### config.mk
export PLATFORM = sky130hd
export DESIGN_NAME = serial_link_tx
export DESIGN_NICKNAME = d
export VERILOG_FILES = /design/src/rtl/serial_link_tx.sv
export SDC_FILE = /design/constraint.sdc
export NUM_CORES = 1
export LEC_CHECK = 0
export CAP_MARGIN = 20
export CORE_MARGIN = 8
export CORE_UTILIZATION = 57
export CTS_CLUSTER_DIAMETER = 200
export DETAILED_ROUTE_END_ITERATION = 6
export PLACE_DENSITY = 0.79
export SLEW_MARGIN = 20
export SYNTH_ARGS = -nofsm -noshare
export SYNTH_HDL_FRONTEND = slang
export SYNTH_SLANG_ARGS = --single-unit
### constraint.sdc
create_clock -name clk -period 3.6 [get_ports clk]
set_input_delay 0.72 -clock clk [delete_from_list [all_inputs] [get_ports clk]]
set_output_delay 0.72 -clock clk [all_outputs]
set_load 0.005 [all_outputs]
### src/rtl/serial_link_tx.sv
// Flit serializer for one direction of a router-to-router link.
// Each frame is a start bit, then the data LSB-first, then an even-parity bit.
//
// state  | meaning
// IDLE   | line at 0; launch a held flit once channel_busy is low
// START  | start bit on the line; shreg holds the flit
// DATA   | data bits shifting out LSB-first
// PARITY | parity bit on the line; the next edge returns the line to 0

`ifndef PAYLOAD_SIZE
`define PAYLOAD_SIZE 6
`endif
`ifndef ADDR_SZ
`define ADDR_SZ 2
`endif

module serial_link_tx #(
   parameter int ID     = 0,
   parameter     DIR    = "east",
   parameter int DATA_W = `PAYLOAD_SIZE + `ADDR_SZ
) (
   input  logic              clk,
   input  logic              reset,
   input  logic              req,
   input  logic [DATA_W-1:0] parallel_in,
   input  logic              channel_busy,
   output logic              tx_busy,
   output logic              serial_out,
   output logic              tx_active,
   output logic              overflow
);

   localparam int CNT_W = (DATA_W > 2) ? $clog2(DATA_W) : 1;
   localparam logic [CNT_W-1:0] LAST = CNT_W'(DATA_W - 1);

   if (DATA_W < 2) begin : g_width_check
      $error("serial_link_tx %0d (%s): DATA_W must be at least 2", ID, DIR);
   end

   typedef enum logic [1:0] {IDLE, START, DATA, PARITY} state_t;

   state_t            state, state_nxt;
   logic [DATA_W-1:0] hold, hold_nxt;
   logic [DATA_W-1:0] shreg, shreg_nxt;
   logic              hold_valid, hold_valid_nxt;
   logic              parity, parity_nxt;
   logic [CNT_W-1:0]  cnt, cnt_nxt;
   logic              serial_nxt, active_nxt, busy_nxt, overflow_nxt;

   always_ff @(posedge clk) begin
      if (reset) begin
         state      <= IDLE;
         hold       <= '0;
         hold_valid <= 1'b0;
         shreg      <= '0;
         parity     <= 1'b0;
         cnt        <= '0;
         serial_out <= 1'b0;
         tx_active  <= 1'b0;
         tx_busy    <= 1'b0;
         overflow   <= 1'b0;
      end else begin
         state      <= state_nxt;
         hold       <= hold_nxt;
         hold_valid <= hold_valid_nxt;
         shreg      <= shreg_nxt;
         parity     <= parity_nxt;
         cnt        <= cnt_nxt;
         serial_out <= serial_nxt;
         tx_active  <= active_nxt;
         tx_busy    <= busy_nxt;
         overflow   <= overflow_nxt;
      end
   end

   always_comb begin
      state_nxt      = state;
      hold_nxt       = hold;
      hold_valid_nxt = hold_valid;
      shreg_nxt      = shreg;
      parity_nxt     = parity;
      cnt_nxt        = cnt;
      serial_nxt     = serial_out;
      active_nxt     = tx_active;
      // tx_busy lags hold_valid by one edge, so a req in the launch cycle still lands
      busy_nxt       = hold_valid;
      overflow_nxt   = req && tx_busy;

      case (state)
         IDLE: begin
            serial_nxt = 1'b0;
            if (hold_valid && !channel_busy) begin
               shreg_nxt      = hold;
               parity_nxt     = ^hold;
               hold_valid_nxt = 1'b0;
               serial_nxt     = 1'b1;
               active_nxt     = 1'b1;
               state_nxt      = START;
            end
         end
         START: begin
            serial_nxt = shreg[0];
            shreg_nxt  = shreg >> 1;
            cnt_nxt    = '0;
            state_nxt  = DATA;
         end
         DATA: begin
            if (cnt == LAST) begin
               serial_nxt = parity;
               state_nxt  = PARITY;
            end else begin
               serial_nxt = shreg[0];
               shreg_nxt  = shreg >> 1;
               cnt_nxt    = cnt + 1'b1;
            end
         end
         PARITY: begin
            serial_nxt = 1'b0;
            active_nxt = 1'b0;
            state_nxt  = IDLE;
         end
         default: state_nxt = IDLE;
      endcase

      // an accept in the launch cycle refills hold, overriding the clear above
      if (req && !tx_busy) begin
         hold_nxt       = parallel_in;
         hold_valid_nxt = 1'b1;
      end
   end

endmodule

==> flow_results.org, run 1 <==
** Logic synthesis
- dfxtp_1 takes more of the synthesized area than any other cell.
- After synthesis the netlist holds a flip-flop and latch count of 27.
- Cells after Synth :: 132
- A synthesized cell averages 9.25 um^2.
- Syn Nets :: 150
- Number of warnings reported in the yosys synthesis log :: 0
- For this run, the register share of the synthesized area comes to 0.443.
- Library cells used by synthesis :: 27
- The share of synthesized area in the top cell type comes to 0.443.
- In the post-synthesis netlist, the biggest area contributors are dfxtp_1, mux2i_1, ha_1.
- In the synthesized netlist the dominant register cell turns out to be dfxtp_1.
- For this run, asynchronously set or reset flops after synthesis account for 0.
- The mapped netlist covers 1220 um^2.
- Number of synthesized flops with an enable pin :: 0

** Setup path
- Of all nets on the critical path, the largest fanout is 16.
- Setup slack on the worst reg-to-reg path comes out at 1.70 ns.
- STA classifies the critical path endpoint as a flop.
- At the worst endpoint, the arrival time is 2.21 ns.
- Measured in cells, the most critical reg-to-reg path has a length of 5.
- In this run the critical register-to-register path is launched from cnt[0].
- Worst setup path class :: in -> reg
- Kind of start point of the critical path :: input port
- At the worst endpoint, the required time is 3.83 ns.
- Crit Reg-Reg Endpoint :: shreg[3]

** Worst hold path
- The worst hold path passes through 2 cells.
- For hold timing, the worst endpoint is shreg[7].
- Hold Path Origin :: shreg[7]
- Type of the most critical hold path :: reg -> reg

** Drt
- Initial detailed-routing violation count :: 9
- The count of nets left with antenna violations once routing finished came out at 0.
- Summed over all layers, the routed wires come to 2120 um.
- Vias per cell :: 5.31
- Drt drc :: 0
- Routed vias :: 908
- For this run, the detailed router's first-pass iteration total came to 4.
- Wire length per cell :: 12.4 um

** Cells and area
- In the final layout, the share of cells above drive strength 1 is 0.0556.
- Relative to the synthesized area, the layout overhead comes to 14.5%.
- Number of standard cells in the final layout excluding fillers :: 171
- The library cell used most frequently in the layout, excluding fill and tap cells, is dfxtp_1.
- Post-layout net count :: 163
- Highest-count cells in the layout ignoring fill and taps :: dfxtp_1, nand2_1, nor2_1
- The repair_antennas step left the layout with diodes totalling 0.

** Clock tree
- TritonCTS buffer count :: 3
- CTS tree :: built
- In this run, post-CTS hold repair placed 0 buffers.
- The clock reaches the later pin of the worst-skew pair after 0.32 ns.
- The number of setup buffers added after CTS is 0.
- Buffer type at the clock tree root :: clkbuf_4
- H-tree Lvls :: 1
- The tree built by TritonCTS fans out to 27 sinks.
- The number of gates resized after CTS was 0.
- Maximum buffer depth of the clock tree :: 2
- Clock-pin slew was measured on the worst setup and hold paths at 0.15 ns.

** Power
- For this design the static power due to leakage is 0.000515 uW.
- Power spread over the standard cell area amounts to 633 nW/um^2.
- Design Power :: 886 uW
- The share of total power dissipated in sequential elements is 0.455.
- Peak VDD IR :: 332 uV
- Of the total power, the clock network draws 0.145.
- The internal portion of the total power is 572 uW.
- The analysis attributes to net switching a power of 314 uW.
- Sw frac :: 0.355
- Combinational power share :: 0.400

** Placed design
- Count of port buffers added during placement :: 15
- At the end of routability-driven placement, the weighted congestion stood at 0.738.
- Including well taps, the total number of placed cells is 167.
- OpenSTA, run right after detailed placement, puts the worst setup slack at 1.28 ns.
- Detailed Place HPWL :: 1580 um

** Global routing
- Aggregate global-route resource usage :: 0.112
- Vias in the first global route :: 877
- The initial antenna violation count came to 0.
- Largest net degree at the start of global routing :: 28
- Total grt overflow :: 0
- The first global-routing pass estimated 3710 um of wire.

** STA
- RSZ-0062 raised after global routing :: false
- Final worst path period share :: 0.551
- # setup viols final :: 0
- Transition time of the tightest slew-check pin :: 0.977 ns
- Number of slew-limit violations in the final report :: 0
- Worst clock skew :: 0.00931 ns
- Number of hold violations in the final report :: 0
- After layout, the worst setup slack is 1.62 ns.
- Counting I/O delays and the setup requirement, the final critical path takes 1.98 ns.
- Measured against its own limit, the worst slew margin works out to 0.346.
- Static timing analysis puts the maximum clock frequency at 504 MHz.
- Total Neg Setup Slack :: 0 ns

** Floorplanning
- The initialized floorplan defines 16 standard-cell rows.
- Measured along the x axis, the die boundary spans 62.3 um.
- Chip Height :: 62.3 um
- Pin placement for this block handled 16 I/O pins.
- Effective utilization at floorplan :: 0.610
- Die outline area :: 3880 um^2
- Placeable core area :: 2000 um^2

** Flow run
- Max-capacitance violation count :: 0

** Outcome
- Status :: complete, no violations
state kept, by name (all words and copies together), names as in the netlist:
name	count
cnt	3
hold	8
overflow	1
tx_busy	1
parity	1
shreg	8
serial_out	1
busy_nxt	1
state	2
tx_active	1
worst max-delay path, stage by stage:
cell             delay (ns)
clkdlybuf4s50_1        0.41
nand2b_4               0.16
a221oi_4               0.58
nor2_1                 0.09
a211oi_1               0.25
metrics by stage:
stage / area (um^2) / hold slack, ns / utilization
2_1_floorplan: 1220 / 0.446 / -
6_report: 1400 / 0.481 / 0.699
5_1_grt: 1400 / 0.497 / 0.699
4_1_cts: 1400 / 0.486 / 0.699
3_3_place_gp: 1370 / 0.459 / 0.685
3_5_place_dp: 1370 / 0.466 / 0.685
power groups by stage:
stage | sequential, uW | clock, uW | combinational (uW)
final | 403 | 128 | 354
after floorplan | 399 | 0 | 304
after global routing | 410 | 145 | 400
after detailed placement | 410 | 0 | 356
after CTS | 403 | 130 | 356
after global placement | 407 | 0 | 346
synthesized netlist by cell type, types with 2 or more instances:
library cell   n
dfxtp_1       27
nand2_1       18
nor2_1        16
a21oi_1       12
mux2i_1        9
ha_1           6
xnor2_1        6
a211oi_1       5
clkbuf_1       5
inv_1          4
nor2b_1        3
a211oi_2       2
a22oi_1        2
nand2b_1       2
nand3b_1       2
o21ai_0        2
worst max path at each step:
stage / startpoint / endpoint / slack, ns
after floorplan: channel_busy / shreg[5] / 1.95
after global placement: channel_busy / shreg[1] / 1.34
after detailed placement: channel_busy / shreg[2] / 1.28
after CTS: channel_busy / shreg[2] / 1.62
after global routing: channel_busy / shreg[3] / 1.48
final: channel_busy / shreg[3] / 1.62
metal layers:
layer | vias to the layer above | track usage | wire (um)
met2 | 14 | 0.186 | 989
met1 | 419 | 0.129 | 1030
met3 | 2 | 0.0358 | 87
li1 | 473 | - | -
met5 | - | 0 | 0
met4 | 0 | 0.0427 | 14
layout make-up:
class,count,area (um^2)
Fill cell,164,603
Sequential cell,27,541
Inverter,4,15.0
Clock buffer,3,22.5
Timing Repair Buffer,15,150
Multi-Input combinational cell,94,632
Tap cell,27,33.8
Clock inverter,1,5.00
logic make-up after synthesis:
family                     share of synthesized area
and+or+nand+nor                                0.158
buffers and inverters                         0.0400
DFF                                            0.443
xor gates and xnor gates                      0.0502
muxes                                         0.0738
adders and majority gates                     0.0615
AOI/OAI and AO/OA                              0.174
Power figures use the tool's default switching activity.
==> run 2, diff against run 1 <==
Settings changed: CORE_UTILIZATION 57 to 48, PLACE_DENSITY 0.79 to 0.71.
Clock period 3.6 ns to 1.8 ns, I/O delays scaled along.
==> flow_results.org, run 2 (synthesis results as in run 1) <==
** Floorplanning
- Die outline area :: 4410 um^2
- Num rows :: 18
- Number of placed I/O pins :: 16
- The die is 66.4 um tall.
- Effective utilization at floorplan :: 0.497
- Placeable core area :: 2450 um^2
- In this run the horizontal extent of the chip is 66.4 um.

** STA
- For this run, the top clock speed supported by timing is 601 MHz.
- Setup violations remaining at the end of the flow were counted as 0.
- The number of max-slew violations in the final report was 0.
- Hold is met by 0.480 ns.
- Headroom to the max-slew limit came out at 0.733.
- Worst clock skew :: 0.00131 ns
- Final worst path period share :: 0.925
- For the pin with the worst max-slew slack, the measured transition is 0.400 ns.
- Setup total negative slack on the finished layout was measured at 0 ns.
- For the finished layout, the period the worst path requires is 1.66 ns.
- Setup repair after global routing left no endpoint under its margin.
- The count of final hold-check violations was 0.

** Placed design
- The congestion estimate from routability-driven global placement came to 0.790.
- Detailed Place HPWL :: 1660 um
- Post-Place Cells :: 174
- Count of port buffers added during placement :: 15

** Setup path
- Timing startpoint of the critical path :: state[0]
- Type of element capturing the critical path :: flop
- Critical Path Fanout Max :: 16
- Reg2reg start :: state[0]
- STA puts the critical path data arrival time at 1.91 ns.
- STA classifies the critical path startpoint as a flop.
- The worst setup path is of the reg -> reg kind.
- Measured in cells, the most critical reg-to-reg path has a length of 6.
- Setup slack on the worst reg-to-reg path comes out at 0.14 ns.
- Worst endpoint required time :: 2.05 ns

** Clock tree
- CTS tree :: built
- After clock tree synthesis, the clock-pin slew on the worst setup and hold paths is 0.14 ns.
- For the worst-skew pair, the clock arrives at the later sink with an insertion delay of 0.32 ns.
- Post-cts gate resize count :: 0
- Number of hold buffers added after CTS :: 0
- Maximum buffer depth of the clock tree :: 2
- Post-CTS timing repair inserted 0 buffers for setup.
- Buffer type at the clock tree root :: clkbuf_4
- Counting every sink on the clock net gives 27.
- H-tree Lvls :: 1
- TritonCTS buffer count :: 3

** Global routing
- The first global-routing pass estimated 3750 um of wire.
- For this run the aggregate overflow at the end of global routing stands at 0.
- Entering global routing, the biggest net connects 17 pins.
- Vias in the first global route :: 892
- Initial antenna violation count :: 0
- For this run, the total global-route usage over all layers was measured as 0.108.

** Flow run
- The tool flagged a number of max-cap violations equal to 0.

** Drt
- Routed vias :: 929
- Initial detailed-routing violation count :: 29
- Dividing the detail-routed wire length by the instance count gives 12.1 um.
- For this run, the detailed router's first-pass iteration total came to 4.
- Antenna-violating nets left :: 0
- For this run, design rule violations remaining after detail routing come to 0.
- Vias per cell :: 5.22
- Post-Route WL :: 2150 um

** Cells and area
- Leaving out fill and tap cells, the most frequent cell in the layout is dfxtp_1.
- Largest registers ranked by flip-flop count :: hold (8), shreg (8), cnt (3)
- The sequential cells in the finished layout cover a total of 541 um^2.
- Post-layout net count :: 167
- Area of combinational cells with multiple inputs :: 634 um^2
- The layout has 207 filler cells.
- In the final layout, the share of cells above drive strength 1 is 0.0878.
- Number of standard cells in the final layout excluding fillers :: 178
- Leaving out fill and tap cells, the most frequent cells in the layout are dfxtp_1, nand2_1, nor2_1.
- Once layout is complete, the utilization of the core stands at 0.590.
- Diodes inserted :: 0
- The area growth from synthesis to layout is 18.5%.

** Worst hold path
- Hold Path Origin :: tx_busy
- The min-delay analysis places its worst path in the category reg -> reg.
- The worst hold path was traced through 2 stages.

** Power
- Total power per unit cell area :: 1280 nW/um^2
- Peak VDD IR :: 736 uV
- The analysis attributes to cell leakage a power of 0.000538 uW.

** Outcome
- The run finished with clean final reports.
## run 2: cell types whose count changed in the layout (fill, tap and decap cells not counted), sizes merged
cell  delta
buf      +4
## run 2: per-stage QoR
step	setup slack [ns]	area (um^2)	total power [uW]
2_1_floorplan	0.236	1220	1410
3_3_place_gp	0.116	1420	1570
3_5_place_dp	0.0646	1420	1600
4_1_cts	0.126	1450	1870
5_1_grt	0.0330	1450	1990
6_report	0.135	1450	1850
## run 2: final cells by class
cell class,count,share of cell area
multi-input combinational,94,0.438
sequential,27,0.373
timing repair buffer,19,0.133
tap,30,0.0259
clock buffer,3,0.0156
inverter,4,0.0104
clock inverter,1,0.00346
## run 2: worst paths after layout
kind | to
max reg2reg | shreg[3]
min | overflow
min reg2reg | overflow
max | shreg[3]
## run 2: metal layers
| metal | vias to the layer above | routed length [um] | global-route usage |
|---|---|---|---|
| li1 | 483 | - | - |
| met1 | 425 | 1070 | 0.127 |
| met2 | 16 | 968 | 0.175 |
| met3 | 5 | 79 | 0.0288 |
| met4 | 0 | 39 | 0.0560 |
| met5 | - | 0 | 0 |
## run 2: where the power goes
part / total (uW) / switching, uW / internal [uW]
sequential: 803 / 79.8 / 723
combinational: 784 / 388 / 396
clock: 262 / 178 / 83.4
total: 1850 / 647 / 1200
## run 2: worst max-delay path: stages, from the launching register on
cell and delay (ns):
dfxtp_1 0.42, inv_1 0.09, ha_1 0.29, a221oi_4 0.34, buf_12 0.18, nor2_1 0.05
a211oi_1 0.22
